<file path="src/rtl/switch_pkg.sv">
// Shared switch types: frame word layout, ingress arbiter states, index width helper.
// Pure declarations; no timing or flow-control behaviour of its own.
package switch_pkg;

  localparam int FRAME_WORD_WIDTH = 9;
  localparam int EOF_BIT          = 8;

  typedef enum logic {
    IDLE   = 1'b0,
    STREAM = 1'b1
  } ingress_arbiter_state_t;

  function automatic int port_index_width(input int n);
    return $clog2(n);
  endfunction

endpackage

</file>
<file path="src/rtl/ingress_frame_arbiter_if.sv">
// Ingress bundle: per-port receive words on one side, the single orchestrator stream on the other.
// master = arbiter view, slave = environment (ports + orchestrator) view.
interface ingress_frame_arbiter_if #(
  parameter int NUMBER_OF_PORTS = 4
);
  import switch_pkg::*;

  logic [NUMBER_OF_PORTS-1:0]                       port_receive_data_valid;
  logic [NUMBER_OF_PORTS-1:0][FRAME_WORD_WIDTH-1:0] port_receive_data;
  logic [NUMBER_OF_PORTS-1:0]                       port_receive_data_ready;
  logic [FRAME_WORD_WIDTH-1:0]                      core_receive_data;
  logic                                             core_receive_data_valid;
  logic                                             core_receive_data_ready;

  modport master (
    input  port_receive_data_valid,
    input  port_receive_data,
    input  core_receive_data_ready,
    output port_receive_data_ready,
    output core_receive_data,
    output core_receive_data_valid
  );

  modport slave (
    output port_receive_data_valid,
    output port_receive_data,
    output core_receive_data_ready,
    input  port_receive_data_ready,
    input  core_receive_data,
    input  core_receive_data_valid
  );

endinterface

</file>
<file path="src/rtl/ingress_frame_arbiter_round_robin_select.sv">
// Round-robin picker: first set request bit searching upward from last_grant+1 with wrap.
// Latency: purely combinational. Backpressure: none, caller decides when to register the result.
module round_robin_select
  import switch_pkg::*;
#(
  parameter  int NUMBER_OF_PORTS = 4,
  localparam int INDEX_WIDTH     = port_index_width(NUMBER_OF_PORTS)
) (
  input  logic [NUMBER_OF_PORTS-1:0] request,
  input  logic [INDEX_WIDTH-1:0]     last_grant,
  output logic [INDEX_WIDTH-1:0]     next_index,
  output logic                       found
);

  int                     candidate;
  logic [INDEX_WIDTH-1:0] candidate_index;

  // Walk from the farthest offset down so the nearest requester is the last one written.
  always_comb begin
    next_index      = last_grant;
    found           = 1'b0;
    candidate       = 0;
    candidate_index = '0;
    for (int offset = NUMBER_OF_PORTS; offset >= 1; offset--) begin
      candidate       = (int'(last_grant) + offset) % NUMBER_OF_PORTS;
      candidate_index = INDEX_WIDTH'(candidate);
      if (request[candidate_index]) begin
        next_index = candidate_index;
        found      = 1'b1;
      end
    end
  end

endmodule

</file>
<file path="src/rtl/ingress_frame_arbiter.sv">
// Frame-atomic round-robin arbiter sharing the orchestrator ingress between receive ports.
// Latency: 1-cycle grant in IDLE, then zero-latency mux; one bubble between frames.
// Backpressure: core ready passes straight to the granted port; stalled frames abort after TIMEOUT_CYCLES.
module ingress_frame_arbiter
  import switch_pkg::*;
#(
  parameter  int NUMBER_OF_PORTS = 4,
  parameter  int TIMEOUT_CYCLES  = 4096,
  localparam int INDEX_WIDTH     = port_index_width(NUMBER_OF_PORTS),
  localparam int STALL_WIDTH     = $clog2(TIMEOUT_CYCLES + 1)
) (
  input  logic                   clock,
  input  logic                   reset,
  ingress_frame_arbiter_if.master bus,
  output logic [INDEX_WIDTH-1:0] grant_index,
  output logic                   grant_active,
  output logic                   frame_abort,
  output logic [15:0]            frames_forwarded
);

  ingress_arbiter_state_t      state_q;
  logic [INDEX_WIDTH-1:0]      grant_q;
  logic [STALL_WIDTH-1:0]      stall_q;
  logic [15:0]                 frame_count_q;
  logic [15:0]                 frame_count_next;
  logic                        abort_q;

  logic [INDEX_WIDTH-1:0]      next_index;
  logic                        found;
  logic [FRAME_WORD_WIDTH-1:0] granted_data;
  logic                        granted_valid;
  logic                        streaming;
  logic                        transfer;
  logic                        end_of_frame;
  logic                        timed_out;
  logic [NUMBER_OF_PORTS-1:0]  ready_vec;
  logic [FRAME_WORD_WIDTH-1:0] core_data;
  logic                        core_valid;

  round_robin_select #(
    .NUMBER_OF_PORTS(NUMBER_OF_PORTS)
  ) u_select (
    .request   (bus.port_receive_data_valid),
    .last_grant(grant_q),
    .next_index(next_index),
    .found     (found)
  );

  always_comb begin
    streaming     = (state_q == STREAM);
    granted_data  = bus.port_receive_data[grant_q];
    granted_valid = bus.port_receive_data_valid[grant_q];
    ready_vec     = '0;
    core_data     = '0;
    core_valid    = 1'b0;
    if (streaming) begin
      ready_vec[grant_q] = bus.core_receive_data_ready;
      core_data          = granted_data;
      core_valid         = granted_valid;
    end
    transfer     = streaming && granted_valid && bus.core_receive_data_ready;
    end_of_frame = transfer && granted_data[EOF_BIT];
    timed_out    = streaming && !transfer && (stall_q == STALL_WIDTH'(TIMEOUT_CYCLES - 1));
    frame_count_next = frame_count_q;
    if (end_of_frame && (frame_count_q != 16'hFFFF)) begin
      frame_count_next = frame_count_q + 16'd1;
    end
  end

  assign bus.port_receive_data_ready = ready_vec;
  assign bus.core_receive_data       = core_data;
  assign bus.core_receive_data_valid = core_valid;

  always_ff @(posedge clock) begin
    if (reset) begin
      state_q       <= IDLE;
      grant_q       <= INDEX_WIDTH'(NUMBER_OF_PORTS - 1);
      stall_q       <= '0;
      frame_count_q <= '0;
      abort_q       <= 1'b0;
    end else begin
      abort_q       <= 1'b0;
      frame_count_q <= frame_count_next;
      if (state_q == IDLE) begin
        if (found) begin
          grant_q <= next_index;
          state_q <= STREAM;
          stall_q <= '0;
        end
      end else if (transfer) begin
        stall_q <= '0;
        if (end_of_frame) begin
          state_q <= IDLE;
        end
      end else if (timed_out) begin
        // grant_q keeps the aborted port so the next search starts just after it
        state_q <= IDLE;
        stall_q <= '0;
        abort_q <= 1'b1;
      end else begin
        stall_q <= stall_q + 1'b1;
      end
    end
  end

  assign grant_index      = grant_q;
  assign grant_active     = (state_q == STREAM);
  assign frame_abort      = abort_q;
  assign frames_forwarded = frame_count_q;

endmodule

</file>
<file path="src/flat_wrapper.sv">
// flat-port wrapper written by rule: the top's interface ports become plain ports
module ingress_frame_arbiter_flat import switch_pkg::*;
#(
  parameter  int NUMBER_OF_PORTS = 4,
  parameter  int TIMEOUT_CYCLES  = 4096,
  localparam int INDEX_WIDTH     = port_index_width(NUMBER_OF_PORTS),
  localparam int STALL_WIDTH     = $clog2(TIMEOUT_CYCLES + 1)
)
  (clock, reset, grant_index, grant_active, frame_abort, frames_forwarded, bus_port_receive_data_valid, bus_port_receive_data, bus_core_receive_data_ready, bus_port_receive_data_ready, bus_core_receive_data, bus_core_receive_data_valid);
  ingress_frame_arbiter_if #(.NUMBER_OF_PORTS(NUMBER_OF_PORTS)) bus_i ();
  input  logic clock;
  input  logic reset;
  output logic [INDEX_WIDTH-1:0] grant_index;
  output logic grant_active;
  output logic frame_abort;
  output logic [15:0] frames_forwarded;
  input wire logic [$bits(bus_i.port_receive_data_valid)-1:0] bus_port_receive_data_valid;
  input wire logic [$bits(bus_i.port_receive_data)-1:0] bus_port_receive_data;
  input wire logic [$bits(bus_i.core_receive_data_ready)-1:0] bus_core_receive_data_ready;
  output wire logic [$bits(bus_i.port_receive_data_ready)-1:0] bus_port_receive_data_ready;
  output wire logic [$bits(bus_i.core_receive_data)-1:0] bus_core_receive_data;
  output wire logic [$bits(bus_i.core_receive_data_valid)-1:0] bus_core_receive_data_valid;
  assign bus_i.port_receive_data_valid = bus_port_receive_data_valid;
  assign bus_i.port_receive_data = bus_port_receive_data;
  assign bus_i.core_receive_data_ready = bus_core_receive_data_ready;
  assign bus_port_receive_data_ready = bus_i.port_receive_data_ready;
  assign bus_core_receive_data = bus_i.core_receive_data;
  assign bus_core_receive_data_valid = bus_i.core_receive_data_valid;
  ingress_frame_arbiter #(.NUMBER_OF_PORTS(NUMBER_OF_PORTS), .TIMEOUT_CYCLES(TIMEOUT_CYCLES)) u_core (.clock(clock), .reset(reset), .bus(bus_i), .grant_index(grant_index), .grant_active(grant_active), .frame_abort(frame_abort), .frames_forwarded(frames_forwarded));
endmodule
</file>
<file path="config.mk">
export PLATFORM = sky130hd
export DESIGN_NAME = ingress_frame_arbiter_flat
export DESIGN_NICKNAME = d
export VERILOG_FILES = /design/src/rtl/switch_pkg.sv /design/src/rtl/ingress_frame_arbiter_if.sv /design/src/rtl/ingress_frame_arbiter_round_robin_select.sv /design/src/rtl/ingress_frame_arbiter.sv /design/src/flat_wrapper.sv
export SDC_FILE = /design/constraint.sdc
export NUM_CORES = 1
export LEC_CHECK = 0
export CORE_ASPECT_RATIO = 0.8
export CORE_MARGIN = 2
export CORE_UTILIZATION = 50
export CTS_BUF_LIST = sky130_fd_sc_hd__clkbuf_16
export DETAILED_ROUTE_END_ITERATION = 7
export DONT_BUFFER_PORTS = 1
export GPL_ROUTABILITY_DRIVEN = 0
export GPL_TIMING_DRIVEN = 0
export MAX_ROUTING_LAYER = met4
export PLACE_DENSITY = 0.67
export SLEW_MARGIN = 20
export SYNTH_ARGS = -nofsm -noshare
export SYNTH_HDL_FRONTEND = slang
export SYNTH_HIERARCHICAL = 1
export SYNTH_SLANG_ARGS = --single-unit
</file>
<file path="constraint.sdc">
create_clock -name clock -period 1.9 [get_ports clock]
set_input_delay 0.285 -clock clock [delete_from_list [all_inputs] [get_ports clock]]
set_output_delay 0.285 -clock clock [all_outputs]
set_load 0.02 [all_outputs]
</file>
==> results by group, run 1 <==
Status
  – Status: finished, violations left
  – Failing checks: negative setup slack

Floorplan
  – Core area: ~4200 um2
  – Die Y: 62.82 um
  – DIE WIDTH: approximately 78 um
  – Row cnt: 21
  – Initial core utilization: between 50% and 60%
  – Die area: a little under 5000 um2
  – I/O Pins: a little under 80

Global route
  – Total GRT Usage: between 20% and 30%
  – Initial antenna violation count: 0
  – Largest net degree at the start of global routing: 15
  – First-pass GRT wire length: approximately 9400 um
  – Total gr overflow: 0
  – Vias in the first global route: just under 2000

STA
  – Final setup margin: -121.5 ps
  – Minimum clock period: just over 2000 ps
  – Max Fclk: roughly 500 MHz
  – Slew Viols, Final: 0
  – Setup tns final: -1712 ps
  – Worst clock skew: roughly 4.5 ps
  – Worst slew margin: a little over half
  – RSZ-0062 raised after global routing: true
  – Final period util: 106.4%
  – Slew @ Worst Pin: ~700 ps
  – Setup violators final: 31
  – Final hold violations: 0

Clock tree
  – CTS Buf Count: 5
  – H-tree levels: 2
  – Sink Count: 33
  – Clock transition at the registers of the reported paths: ~60 ps
  – Skew-Pair Late Insertion Delay: 280 ps
  – Clk buf depth: 2
  – CTS root buf: clkbuf_16
  – CTS hold repair buffers: 0
  – CTS tree: built

Drt
  – Via/cell ratio: ~6.6
  – DR iter-0 viols: between 150 and 200
  – # DRC: 0
  – Wire length per cell: 19.13 um
  – Via count: around 2100
  – Final WL: 6216 um
  – Detail Route Antenna Nets: 0
  – Initial DRT Pass Iterations: 4

Synth
  – Syn Inst Count: 244
  – Post-synthesis average cell area: 8.861 um2
  – Area leader, netlist: dfxtp_1
  – Unique masters post-synth: 52
  – Synth async-reset ratio: 0%
  – Number of synthesized register bits: 33
  – Synthesized cell area: 2162 um2
  – Syn. warnings: 6
  – Post-synth top area share: 30.56%
  – Ys flop type: dfxtp_1
  – Post-Syn Nets: 289
  – Most common cell in the synthesized netlist: dfxtp_1
  – Top cells by area, synth: dfxtp_1 31%, mux4_2 6.2%, mux4_1 4.9%
  – Top post-synthesis cells by count: 33 x dfxtp_1, 17 x a21oi_1, 15 x nand2_1
  – EDFF count, synth: 0
  – Post-synthesis sequential area ratio: 30.56%

Min path
  – Hold crit path type: in2reg
  – Worst Hold Depth: 2

Critical path
  – CP cell instances: buf_6 -> mux4_2 -> nand3_4 -> buf_4 -> nor4_4 -> mux2_2
  – Crit-path max cell delay: about 440 ps
  – CP Max Fanout: 6
  – Startpoint types: flop
  – CP arrival: between 2000 and 2500 ps
  – Worst reg-to-reg path cell count: 6
  – Worst path required time: ~2100 ps
  – Crit end category: flop
  – Crit Path Class: reg2reg
  – Critical path's slowest cell: mux4_2

Placement
  – Number of port buffers: 0
  – Hpwl dp: roughly 4000 um
  – Dpl ws: -373.7 ps
  – Placed insts: 301

Layout
  – FILL cells: 298
  – Syn-to-layout area delta: 31.94%
  – Finished Layout Cells: between 300 and 400
  – Layout cell share with drive strength beyond 1: 42.91%
  – Diode count: 0
  – Final-stage net count: between 300 and 400

Pwr
  – Maximum VDD drop: roughly 0.53 mV
  – Pwr/cell area: 688.1 nW/um2
  – Leak: 0.9685 nW
  – Pwr Total: just under 0.002 W

Job
  – Max cap viols: 0
==> placed cells by master, fill, tap and decap left out, types with 10 or more instances in the layout <==
master    n
dfxtp_2  11
mux4_2   10
inv_1    10
buf_6    10
dfxtp_1  17
nand2_1  15
buf_4    10
nor2_1   10
nand4_1  13
==> layer usage <==
layer  track usage (%)  wire [um]  share of wire (%)
met4             9.375        176                2.8
met2             38.26       2766                 44
met1             33.24       2697                 43
met3             5.636        576                9.3
met5                 -          0                  0
==> state kept, by name, indices dropped and copies added, names as in the netlist <==
signal and cells:
u_core/grant_index 2, u_core/stall_q 13, u_core/frames_forwarded 16, u_core/grant_active 1
u_core/frame_abort 1
==> cell families after synthesis <==
| logic type | synth area share (%) |
|---|---|
| AO/OA/AOI/OAI | 18.11 |
| XOR/XNOR | 0.8103 |
| adder cells (fa/ha/maj) | 1.157 |
| buffers and inverters | 5.613 |
| flip-flops | 30.56 |
| multiplexers | 13.14 |
| AND/OR/NAND/NOR | 30.61 |
==> final timing paths <==
| kind | slack (ps) | from | endpoint |
|---|---|---|---|
| worst min-delay path | 290 | bus_port_receive_data_valid[1] | u_core/grant_index[0] |
| worst max register to register | -120 | u_core/grant_index[0] | u_core/frames_forwarded[11] |
| worst min register to register | 490 | u_core/stall_q[0] | u_core/stall_q[0] |
| worst max-delay path | -120 | u_core/grant_index[0] | u_core/frames_forwarded[11] |
==> per-stage QoR <==
| step | utilization [%] | instance area [um2] | hold WS (ps) |
|---|---|---|---|
| 2_1_floorplan | - | 2185 | 462.3 |
| 3_3_place_gp | 54.00 | 2256 | 479.1 |
| 3_5_place_dp | 54.12 | 2261 | 498.3 |
| 4_1_cts | 62.26 | 2601 | 281.4 |
| 5_1_grt | 68.28 | 2853 | 298.8 |
| 6_report | 68.28 | 2853 | 290.3 |
==> timing repair <==
action,in CTS,in global routing
gates cloned,2,1
buffers inserted,7,7
pin swaps,21,21
setup endpoints to repair,39,43
gates resized for setup,49,55
==> power breakdown <==
part / switching (W) / total (W) / internal, W
sequential: 0.0000341 / 0.000738 / 0.000704
clock: 0.000293 / 0.000849 / 0.000555
combinational: 0.000187 / 0.000376 / 0.000190
==> cell type report <==
class | instances | area [um2] | share of cell area [%]
sequential | 33 | 693.2 | 24.30
clock buffer | 6 | 150.1 | 5.263
timing repair buffer | 17 | 161.4 | 5.658
buffer | 15 | 133.9 | 4.693
tap | 57 | 71.32 | 2.500
multi-input combinational | 186 | 1602 | 56.14
inverter | 9 | 33.78 | 1.184
clock inverter | 2 | 7.507 | 0.2632
==> worst max-delay path, delay by kind of cell (launching register included) <==
kind	cells	cell delay [ps]
flops	1	380
buf+inv	2	320
simple gates	2	420
mux	2	800
Power figures use the tool's default switching activity.
==> run 2, diff against run 1 <==
Settings changed: CAP_MARGIN from default to 20, PLACE_DENSITY 0.67 to 0.73, SKIP_CTS_REPAIR_TIMING from default to 1.
==> results by group, run 2 (synthesis gave the netlist of run 1 again) <==
STA
  – Final setup margin: -145.4 ps
  – Max Fclk: just under 500 MHz
  – Setup tns final: -2036 ps
  – Worst slew margin: 53.46%
  – Final period util: 107.7%
  – Final hold violations: 0
  – Setup violators final: 29
  – RSZ-0062 raised after global routing: true
  – Slew @ Worst Pin: between 600 and 700 ps
  – Minimum clock period: 2045 ps
  – Slew Viols, Final: 0
  – Hold WS: about 260 ps
  – Worst clock skew: about 3.6 ps

Min path
  – Hold crit path type: in2reg

Drt
  – Final WL: a little under 7000 um
  – Via count: between 2000 and 2500
  – DR iter-0 viols: about 280
  – Wire length per cell: approximately 21 um
  – Via/cell ratio: between 6 and 7
  – Detail Route Antenna Nets: 0
  – # DRC: 0
  – Initial DRT Pass Iterations: 5

Floorplan
  – I/O Pins: 77
  – Die Y: approximately 63 um
  – Initial core utilization: 51.75%
  – Core area: 4178 um2
  – DIE WIDTH: 77.52 um
  – Row cnt: 21
  – Die area: slightly below 5000 um2

Pwr
  – Sequential share of power: roughly 39%
  – Sw frac: 26.63%
  – Internal power: about 0.0014 W
  – Leak: around 1.0 nW
  – Comb pwr share: between 20% and 30%
  – NetSw: 0.0004995 W
  – Pwr Total: about 0.0019 W
  – Clock power share: roughly 40%
  – Maximum VDD drop: between 0.6 and 0.7 mV
  – Pwr/cell area: 623.4 nW/um2

Critical path
  – Worst r2r dst: u_core/stall_q[7]
  – Startpoint types: flop
  – Crit-path max cell delay: approximately 520 ps
  – Crit path launch: u_core/stall_q[4]
  – Crit Path Class: reg2reg
  – Critical path's slowest cell: or4_1
  – CP Max Fanout: 9
  – Reg2reg start: u_core/stall_q[4]
  – Crit end category: flop
  – CP arrival: roughly 2200 ps
  – Worst reg-to-reg path cell count: 5
  – Worst path required time: roughly 2000 ps
  – Crit path to: u_core/stall_q[7]
  – CP cell instances: nand4_1 -> or4_1 -> clkbuf_4 -> and4_1 -> a221o_1
  – Worst reg-to-reg setup slack: -150 ps

Global route
  – Largest net degree at the start of global routing: 15
  – Total gr overflow: 0
  – Initial antenna violation count: 0
  – Vias in the first global route: around 1900
  – Total GRT Usage: between 20% and 30%
  – First-pass GRT wire length: approximately 8800 um

Layout
  – Final-stage net count: 320
  – Post-layout util: slightly above 70%
  – Register area: around 700 um2
  – Syn-to-layout area delta: 39.18%
  – Layout cell share with drive strength beyond 1: between 40% and 50%
  – Area of the multi-input gates: 1683 um2
  – Diode count: 0
  – Commonest cells after routing, fill and taps aside: 15 x buf_4, 15 x dfxtp_1, 14 x nand2_1, 13 x nand4_1
  – FILL cells: 256
  – Max reg flops: 16

Status
  – Status: finished, violations left
  – Failing checks: negative setup slack

Placement
  – Hpwl dp: approximately 3800 um
  – Number of port buffers: 0
  – Dpl ws: -339.1 ps

Clock tree
  – Clock transition at the registers of the reported paths: about 50 ps
  – CTS tree: built
  – Sink Count: 33
  – CTS Buf Count: 5
  – H-tree levels: 2
  – Clk buf depth: 2
  – Skew-Pair Late Insertion Delay: between 200 and 300 ps
  – CTS root buf: clkbuf_16

Job
  – Max cap viols: 0
-- run 2: cell count changes in the layout (fill, tap and decap cells not counted), moves of 2 or more --
cell / previous run / this run
o21ai_1: 1 / 5
o21ai_0: 3 / 1
mux2_4: 1 / 3
buf_1: 0 / 2
dfxtp_1: 17 / 15
mux2_2: 2 / 0
buf_4: 10 / 15
buf_8: 2 / 4
o21ai_2: 3 / 1
inv_1: 10 / 12
-- run 2: stage by stage --
stage / instance area [um2] / cells
5_1_grt: 3009 / 333
2_1_floorplan: 2185 / 244
3_3_place_gp: 2256 / 301
6_report: 3009 / 333
4_1_cts: 2392 / 309
3_5_place_dp: 2256 / 301
-- run 2: power by group through the flow --
stage | sequential, W | clock (W) | combinational [W]
global route | 0.000741 | 0.000777 | 0.000423
global placement | 0.000751 | 0 | 0.000278
finish | 0.000738 | 0.000739 | 0.000399
detailed placement | 0.000752 | 0 | 0.000281
floorplan | 0.000746 | 0 | 0.000245
CTS | 0.000737 | 0.000743 | 0.000282
-- run 2: worst min path at each step --
stage	depth (start not counted)	startpoint	endpoint	slack (ps)
2_1_floorplan	1	u_core/stall_q[12]	u_core/stall_q[12]	460
4_1_cts	2	bus_port_receive_data_valid[1]	u_core/grant_index[0]	290
3_5_place_dp	2	u_core/stall_q[10]	u_core/stall_q[10]	490
6_report	2	bus_core_receive_data_ready	u_core/frame_abort	260
3_3_place_gp	1	u_core/stall_q[12]	u_core/stall_q[12]	480
5_1_grt	2	bus_core_receive_data_ready	u_core/frame_abort	250
-- run 2: cell type report --
class / count / share of cell area (%)
timing repair buffer: 24 / 8.274
inverter: 9 / 1.123
sequential: 33 / 23.20
buffer: 16 / 4.574
clock buffer: 5 / 4.158
clock inverter: 3 / 0.3742
tap: 57 / 2.370
multi-input combinational: 186 / 55.92
-- run 2: routing by layer --
metal	part of all wire, %	track usage, %
met1	41	31.73
met2	48	33.15
met3	9.5	6.069
met4	1.7	5.357
met5	0	-
-- run 2: worst max-delay path: cells and delay by family, from the launching register on --
| kind | cells | cell delay [ps] |
|---|---|---|
| AO/OA/AOI/OAI | 1 | 260 |
| flip-flops | 1 | 470 |
| AND/OR/NAND/NOR | 3 | 990 |
| buffers and inverters | 1 | 200 |
